[src/rtl/config_chain_loader_if.sv]
// Parallel bitstream word stream feeding config_chain_loader (valid/ready handshake).
// The LSB of s_data is the first bit shifted into the configuration chain.
interface config_chain_loader_if #(
  parameter int unsigned WORD_W = 8
);
  logic [WORD_W-1:0] s_data;
  logic              s_valid;
  logic              s_ready;

  modport master (output s_data, output s_valid, input s_ready);
  modport slave  (input s_data, input s_valid, output s_ready);
endinterface

[src/rtl/config_chain_loader.sv]
// Serializes CHAIN_LEN configuration bits into a DSP-slice register daisy chain from a word
// stream, with an optional read-back pass that rotates the chain once and checks each bit.
module config_chain_loader #(
  parameter int unsigned CHAIN_LEN = 64,
  parameter int unsigned WORD_W    = 8
) (
  input  logic                 clk,
  input  logic                 RST_N,
  input  logic                 start,
  input  logic                 verify_en,
  input  logic                 abort,
  config_chain_loader_if.slave s_if,
  output logic                 configuration_input,
  output logic                 configuration_enable,
  input  logic                 configuration_output,
  output logic                 busy,
  output logic                 done,
  output logic                 verify_error
);

  localparam int unsigned CNT_W  = $clog2(CHAIN_LEN + 1);
  localparam int unsigned WCNT_W = $clog2(WORD_W + 1);
  localparam logic [CNT_W-1:0]  LAST_BIT  = CNT_W'(CHAIN_LEN - 1);
  localparam logic [WCNT_W-1:0] LAST_WBIT = WCNT_W'(WORD_W - 1);

  typedef enum logic [2:0] {
    S_IDLE,
    S_LOAD,
    S_SHIFT,
    S_VERIFY,
    S_DONE
  } state_t;

  state_t              r_state;
  state_t              w_next;
  logic [WORD_W-1:0]   r_word;
  logic [WCNT_W-1:0]   r_wcnt;
  logic [CNT_W-1:0]    r_cnt;
  logic [CHAIN_LEN-1:0] r_expected;
  logic                r_verify_en;
  logic                r_verify_error;

  logic w_last_chain;
  logic w_last_word;
  logic w_ready;
  logic w_enable;
  logic w_cin;
  logic w_start_acc;
  logic w_capture;

  // r_cnt counts bits sent during SHIFT and rotate cycles during VERIFY.
  assign w_last_chain = (r_cnt == LAST_BIT);
  assign w_last_word  = (r_wcnt == LAST_WBIT);

  always_ff @(posedge clk or negedge RST_N) begin
    if (!RST_N) begin
      r_state <= S_IDLE;
    end else begin
      r_state <= w_next;
    end
  end

  always_comb begin
    w_next      = r_state;
    w_ready     = 1'b0;
    w_enable    = 1'b0;
    w_cin       = 1'b0;
    w_start_acc = 1'b0;
    w_capture   = 1'b0;
    case (r_state)
      S_IDLE, S_DONE: begin
        if (start) begin
          w_start_acc = 1'b1;
          w_next      = S_LOAD;
        end
      end
      S_LOAD: begin
        w_ready = 1'b1;
        if (s_if.s_valid) begin
          w_capture = 1'b1;
          w_next    = S_SHIFT;
        end
      end
      S_SHIFT: begin
        w_enable = 1'b1;
        w_cin    = r_word[0];
        if (w_last_chain) begin
          w_next = r_verify_en ? S_VERIFY : S_DONE;
        end else if (w_last_word) begin
          // Offering the next word on the last bit keeps back-to-back words gap-free.
          w_ready = 1'b1;
          if (s_if.s_valid) begin
            w_capture = 1'b1;
          end else begin
            w_next = S_LOAD;
          end
        end
      end
      S_VERIFY: begin
        w_enable = 1'b1;
        w_cin    = configuration_output;
        if (w_last_chain) begin
          w_next = S_DONE;
        end
      end
      default: w_next = S_IDLE;
    endcase
    // Abort wins over a handshake and over start in the same cycle.
    if (abort) begin
      w_next      = S_IDLE;
      w_ready     = 1'b0;
      w_capture   = 1'b0;
      w_start_acc = 1'b0;
    end
  end

  always_ff @(posedge clk or negedge RST_N) begin
    if (!RST_N) begin
      r_word         <= '0;
      r_wcnt         <= '0;
      r_cnt          <= '0;
      r_expected     <= '0;
      r_verify_en    <= 1'b0;
      r_verify_error <= 1'b0;
    end else if (abort) begin
      r_verify_error <= 1'b0;
    end else begin
      if (w_start_acc) begin
        r_cnt          <= '0;
        r_verify_en    <= verify_en;
        r_verify_error <= 1'b0;
      end
      if (w_capture) begin
        r_word <= s_if.s_data;
        r_wcnt <= '0;
      end else if (r_state == S_SHIFT) begin
        r_word <= r_word >> 1;
        r_wcnt <= r_wcnt + 1'b1;
      end
      // Expected image fills from the top so bit k lands at index k after CHAIN_LEN pushes;
      // the verify pass rotates it in step with the chain, leaving it intact afterwards.
      if (r_state == S_SHIFT) begin
        r_expected <= CHAIN_LEN'({r_word[0], r_expected} >> 1);
        r_cnt      <= w_last_chain ? '0 : r_cnt + 1'b1;
      end
      if (r_state == S_VERIFY) begin
        r_expected <= CHAIN_LEN'({r_expected[0], r_expected} >> 1);
        r_cnt      <= r_cnt + 1'b1;
        if (configuration_output != r_expected[0]) begin
          r_verify_error <= 1'b1;
        end
      end
    end
  end

  assign s_if.s_ready         = w_ready;
  assign configuration_enable = w_enable;
  assign configuration_input  = w_cin;
  assign busy                 = (r_state == S_LOAD) || (r_state == S_SHIFT) || (r_state == S_VERIFY);
  assign done                 = (r_state == S_DONE);
  assign verify_error         = r_verify_error;

endmodule

[src/flat_wrapper.sv]
// flat-port wrapper written by rule: the top's interface ports become plain ports
module config_chain_loader_flat 
#(
  parameter int unsigned CHAIN_LEN = 64,
  parameter int unsigned WORD_W    = 8
)
  (clk, RST_N, start, verify_en, abort, configuration_input, configuration_enable, configuration_output, busy, done, verify_error, s_if_s_data, s_if_s_valid, s_if_s_ready);
  config_chain_loader_if #(.WORD_W(WORD_W)) s_if_i ();
  input  logic clk;
  input  logic RST_N;
  input  logic start;
  input  logic verify_en;
  input  logic abort;
  output logic configuration_input;
  output logic configuration_enable;
  input  logic configuration_output;
  output logic busy;
  output logic done;
  output logic verify_error;
  input wire logic [$bits(s_if_i.s_data)-1:0] s_if_s_data;
  input wire logic [$bits(s_if_i.s_valid)-1:0] s_if_s_valid;
  output wire logic [$bits(s_if_i.s_ready)-1:0] s_if_s_ready;
  assign s_if_i.s_data = s_if_s_data;
  assign s_if_i.s_valid = s_if_s_valid;
  assign s_if_s_ready = s_if_i.s_ready;
  config_chain_loader #(.CHAIN_LEN(CHAIN_LEN), .WORD_W(WORD_W)) u_core (.clk(clk), .RST_N(RST_N), .start(start), .verify_en(verify_en), .abort(abort), .s_if(s_if_i), .configuration_input(configuration_input), .configuration_enable(configuration_enable), .configuration_output(configuration_output), .busy(busy), .done(done), .verify_error(verify_error));
endmodule
[config.mk]
export PLATFORM = sky130hd
export DESIGN_NAME = config_chain_loader_flat
export DESIGN_NICKNAME = d
export VERILOG_FILES = /design/src/rtl/config_chain_loader_if.sv /design/src/rtl/config_chain_loader.sv /design/src/flat_wrapper.sv
export SDC_FILE = /design/constraint.sdc
export NUM_CORES = 1
export LEC_CHECK = 0
export CAP_MARGIN = 25
export CORE_ASPECT_RATIO = 1.4
export CORE_UTILIZATION = 59
export CTS_CLUSTER_SIZE = 20
export DETAILED_ROUTE_END_ITERATION = 8
export GPL_ROUTABILITY_DRIVEN = 0
export PLACE_DENSITY = 0.79
export SYNTH_ARGS = -nofsm -noshare
export SYNTH_HDL_FRONTEND = slang
export SYNTH_SLANG_ARGS = --single-unit
[constraint.sdc]
create_clock -name clk -period 2.1 [get_ports clk]
set_input_delay 0.21 -clock clk [delete_from_list [all_inputs] [get_ports clk]]
set_output_delay 0.21 -clock clk [all_outputs]
set_load 0.005 [all_outputs]
==> Implementation_results.wiki, run 1 <==
{| class="wikitable"
! Metric !! Value
|-
| Count of input and output buffers || 20
|-
| Floorplan Core Area || 5946 um^2
|-
| CP Cell Sequence || ha_1 -> nand3_1 -> o311ai_2 -> a21boi_1 -> dlygate4sd2_1
|-
| Power per cell area || 932.4 nW/um^2
|-
| CP peak stage delay || between 0.3 and 0.4 ns
|-
| Via count of the first global-routing pass || 2273
|-
| Worst slew slack as a fraction of its limit || 70.80%
|-
| Via count of the routed design || 2176
|-
| Remaining DRCs || 0
|-
| Placed Cells incl. Taps || 355
|-
| Arrival time reported for the critical path endpoint || 1.76 ns
|-
| Setup-failing EPs final || 0
|-
| Post-synth net total || 282
|-
| Total of fill cells in the finished design || just over 400
|-
| Most common flop cell mapped by yosys || sky130_fd_sc_hd__dfrtp_1
|-
| CTS tree || built
|-
| Final cycle utilization of the critical path || 93.61%
|-
| Data required time of the worst path || roughly 1.9 ns
|-
| Detailed-placement wirelength estimate || 3868 um
|-
| Yosys top cell area share || 59.40%
|-
| Post-synthesis sequential area ratio || 59.40%
|-
| Maximum clock frequency || 0.5087 GHz
|-
| Final nets || 318
|-
| CP Launch Type || register
|-
| Avg WL per Cell || around 15 um
|-
| Site Rows || 33
|-
| Max-Cap Viols || 0
|-
| Run status || finished, final reports clean
|-
| Top cells by area in the synthesized netlist || sky130_fd_sc_hd__dfrtp_1 59%, sky130_fd_sc_hd__mux2_2 24%, sky130_fd_sc_hd__nor2_1 1.6%
|-
| Cell Area, Synth || ~3700 um^2
|-
| Worst-Skew Late Latency || ~0.35 ns
|-
| Clock net sink count || 88
|-
| Area grow syn2layout || 16.50%
|-
| DRC violation total after the first TritonRoute iteration || between 70 and 80
|-
| Mapped Avg Cell Area || 13.99 um^2
|-
| Drt total wl || 5706 um
|-
| Post-synthesis cell type count || 37
|-
| Count of mapped cells out of synthesis || 265
|-
| Setup CP Type || reg -> out
|-
| Hold Violations, Final || 0
|-
| Total global-route track usage || 19.99%
|-
| Layout Skew || 0.01201 ns
|-
| Final critical path time including I/O delays and setup || approximately 2.0 ns
|-
| Post-route ant nets || 0
|-
| Ant diodes || 0
|-
| Root cell of the clock tree || sky130_fd_sc_hd__clkbuf_8
|-
| Setup TNS || 0 ns
|-
| Maximum fanout count along the critical path || 3
|-
| Die X-Extent || 69.00 um
|-
| Cell accounting for the most synthesized area || sky130_fd_sc_hd__dfrtp_1
|-
| First-pass GRT wire length || about 9700 um
|-
| Synthesis Warnings || 0
|-
| Post-synth EDFFs || 0
|-
| Leading cell type in the layout, fill and taps excluded || sky130_fd_sc_hd__dfrtp_1
|-
| Commonest cells after routing, fill and taps aside || 87 x sky130_fd_sc_hd__dfrtp_1, 79 x sky130_fd_sc_hd__mux2_2, 18 x sky130_fd_sc_hd__clkdlybuf4s50_1
|-
| Y dimension of the die || around 96 um
|-
| Antenna violations before repair || 0
|-
| First-pass detailed-route iteration total || 5
|-
| Worst-margin pin slew || 0.4324 ns
|-
| Synthesis-stage register bit count || 88
|-
| Clock-pin slew of the registers on the worst-case setup and hold paths || 0.09 ns
|-
| Pin count of the biggest net entering global routing || 47
|-
| Worst VDD drop || 0.0005631 V
|-
| Share of synthesized registers carrying an async set or reset || 100.0%
|-
| Num CTS Buffers || 9
|-
| Fraction of final layout cells with drive strength greater than 1 || between 40% and 50%
|-
| Overflow left after global routing || 0
|-
| CP endpoint kind || output pin
|-
| Total count of max-transition violations in the final report || 0
|-
| Number of H-tree levels || 3
|-
| Vias per inst || 5.787
|-
| Number of cells in the finished layout apart from fillers || about 380
|-
| Cell type of the slowest stage on the worst timing path || sky130_fd_sc_hd__dfrtp_1
|-
| Type of the tightest min-delay check || in -> async
|-
| Setup repair after global routing missed its margin || false
|-
| Maximum buffer depth of the clock tree || 2
|-
| Top Ports || 21
|-
| Effective utilization at floorplan || 62.35%
|-
| Area of the die || between 6000 and 7000 um^2
|-
| Leakage || about 0.002 uW
|}
## per-stage QoR
stage / utilization [%] / hold slack [ns] / setup slack [ns] / power, uW / cell area [um^2]
3_3_place_gp: 68.46 / 0.1059 / 0.06058 / 2909 / 4070
4_1_cts: 72.60 / 0.2629 / 0.05990 / 4064 / 4317
6_report: 72.64 / 0.2832 / 0.1342 / 4027 / 4319
3_5_place_dp: 68.46 / 0.1065 / 0.05746 / 2948 / 4070
5_1_grt: 72.64 / 0.3097 / 0.03352 / 4253 / 4319
2_1_floorplan: - / -0.08559 / 0.1646 / 2655 / 3707
## timing repair
action | CTS | global route
pin swaps | 2 | 0
hold endpoints to repair | 18 | 0
gates resized for setup | 8 | 2
setup buffers | 4 | 0
hold buffers | 1 | 0
endpoints found under the setup margin | 2 | 2
## kinds of logic (layout without fill, tap and decap cells)
logic type / after synthesis / after routing / synth area share [%]
AO/OA/AOI/OAI: 27 / 27 / 5.231
multiplexers: 82 / 82 / 24.81
AND/OR/NAND/NOR: 43 / 43 / 6.041
flip-flops: 88 / 88 / 59.40
XOR/XNOR: 6 / 6 / 1.418
adder cells (fa/ha/maj): 2 / 2 / 0.6749
buffers and inverters: 17 / 58 / 2.430
## metal layers
metal	wire [um]	GRT usage, %
met5	0	0
met1	2427	22.54
met2	3017	35.11
met4	102	9.014
met3	160	4.384
## state kept, by name, summed over array words and instances, names as in the netlist
| register | flops |
|---|---|
| u_core.r_cnt | 7 |
| u_core.r_expected | 64 |
| u_core.r_state | 3 |
| u_core.r_verify_en | 1 |
| u_core.r_wcnt | 4 |
| u_core.r_word | 8 |
| u_core.verify_error | 1 |
## where the power goes
group          internal (uW)  total [uW]  switching [uW]
registers               1890        2010             125
logic                    549         971             421
clock network            466        1040             578
total                   2900        4030            1120
## layout make-up
type | instances | area (um^2) | share of cell area (%)
Clock buffer | 10 | 137.6 | 3.187
Clock inverter | 6 | 43.79 | 1.014
Inverter | 3 | 11.26 | 0.2607
Multi-Input combinational cell | 160 | 1456 | 33.72
Sequential cell | 88 | 2203 | 51.01
Tap cell | 70 | 87.58 | 2.028
Timing Repair Buffer | 39 | 379.1 | 8.778
## Yosys cell counts (3+ instances only)
| master | number |
|---|---|
| sky130_fd_sc_hd__o31ai_1 | 4 |
| sky130_fd_sc_hd__xor2_1 | 3 |
| sky130_fd_sc_hd__dfrtp_1 | 88 |
| sky130_fd_sc_hd__xnor2_1 | 3 |
| sky130_fd_sc_hd__o21ai_0 | 3 |
| sky130_fd_sc_hd__clkbuf_1 | 5 |
| sky130_fd_sc_hd__or4_1 | 3 |
| sky130_fd_sc_hd__buf_2 | 6 |
| sky130_fd_sc_hd__nor3_1 | 3 |
| sky130_fd_sc_hd__nor2_1 | 16 |
| sky130_fd_sc_hd__nand2b_1 | 3 |
| sky130_fd_sc_hd__nand2_1 | 6 |
| sky130_fd_sc_hd__mux2_2 | 79 |
| sky130_fd_sc_hd__nor2b_1 | 4 |
| sky130_fd_sc_hd__inv_1 | 3 |
| sky130_fd_sc_hd__a21oi_1 | 7 |
| sky130_fd_sc_hd__mux2i_1 | 3 |
## worst paths after layout
kind,start,depth (start not counted),slack [ns],end
setup / recovery,u_core.r_cnt[1],5,0.13,s_if_s_ready
hold / removal,RST_N,2,0.28,u_core.r_word[7]
setup reg to reg,u_core.r_state[0],5,0.15,u_core.r_cnt[5]
hold reg to reg,u_core.r_expected[24],1,0.50,u_core.r_expected[23]
max in group asynchronous,RST_N,3,1.23,u_core.r_expected[2]
min in group clk,s_if_s_data[4],2,0.47,u_core.r_word[4]
## worst max-delay path, delay by kind of cell (launching register included)
family | cells | cell delay (ns)
adder cells (fa/ha/maj) | 1 | 0.20
flip-flops | 1 | 0.38
buffers and inverters | 1 | 0.27
AO/OA/AOI/OAI | 2 | 0.40
AND/OR/NAND/NOR | 1 | 0.16
No activity file was read; power rests on OpenSTA's default activity.
==> run 2: changes to the inputs <==
--- a/config.mk
+++ b/config.mk
@@ -5,6 +5,7 @@
 export SDC_FILE = /design/constraint.sdc
 export NUM_CORES = 1
 export LEC_CHECK = 0
+export ABC_AREA = 0
 export CAP_MARGIN = 25
 export CORE_ASPECT_RATIO = 1.4
 export CORE_UTILIZATION = 59
==> results of run 2 <==
Final layout, timing and power as in run 1 (identical DEF).
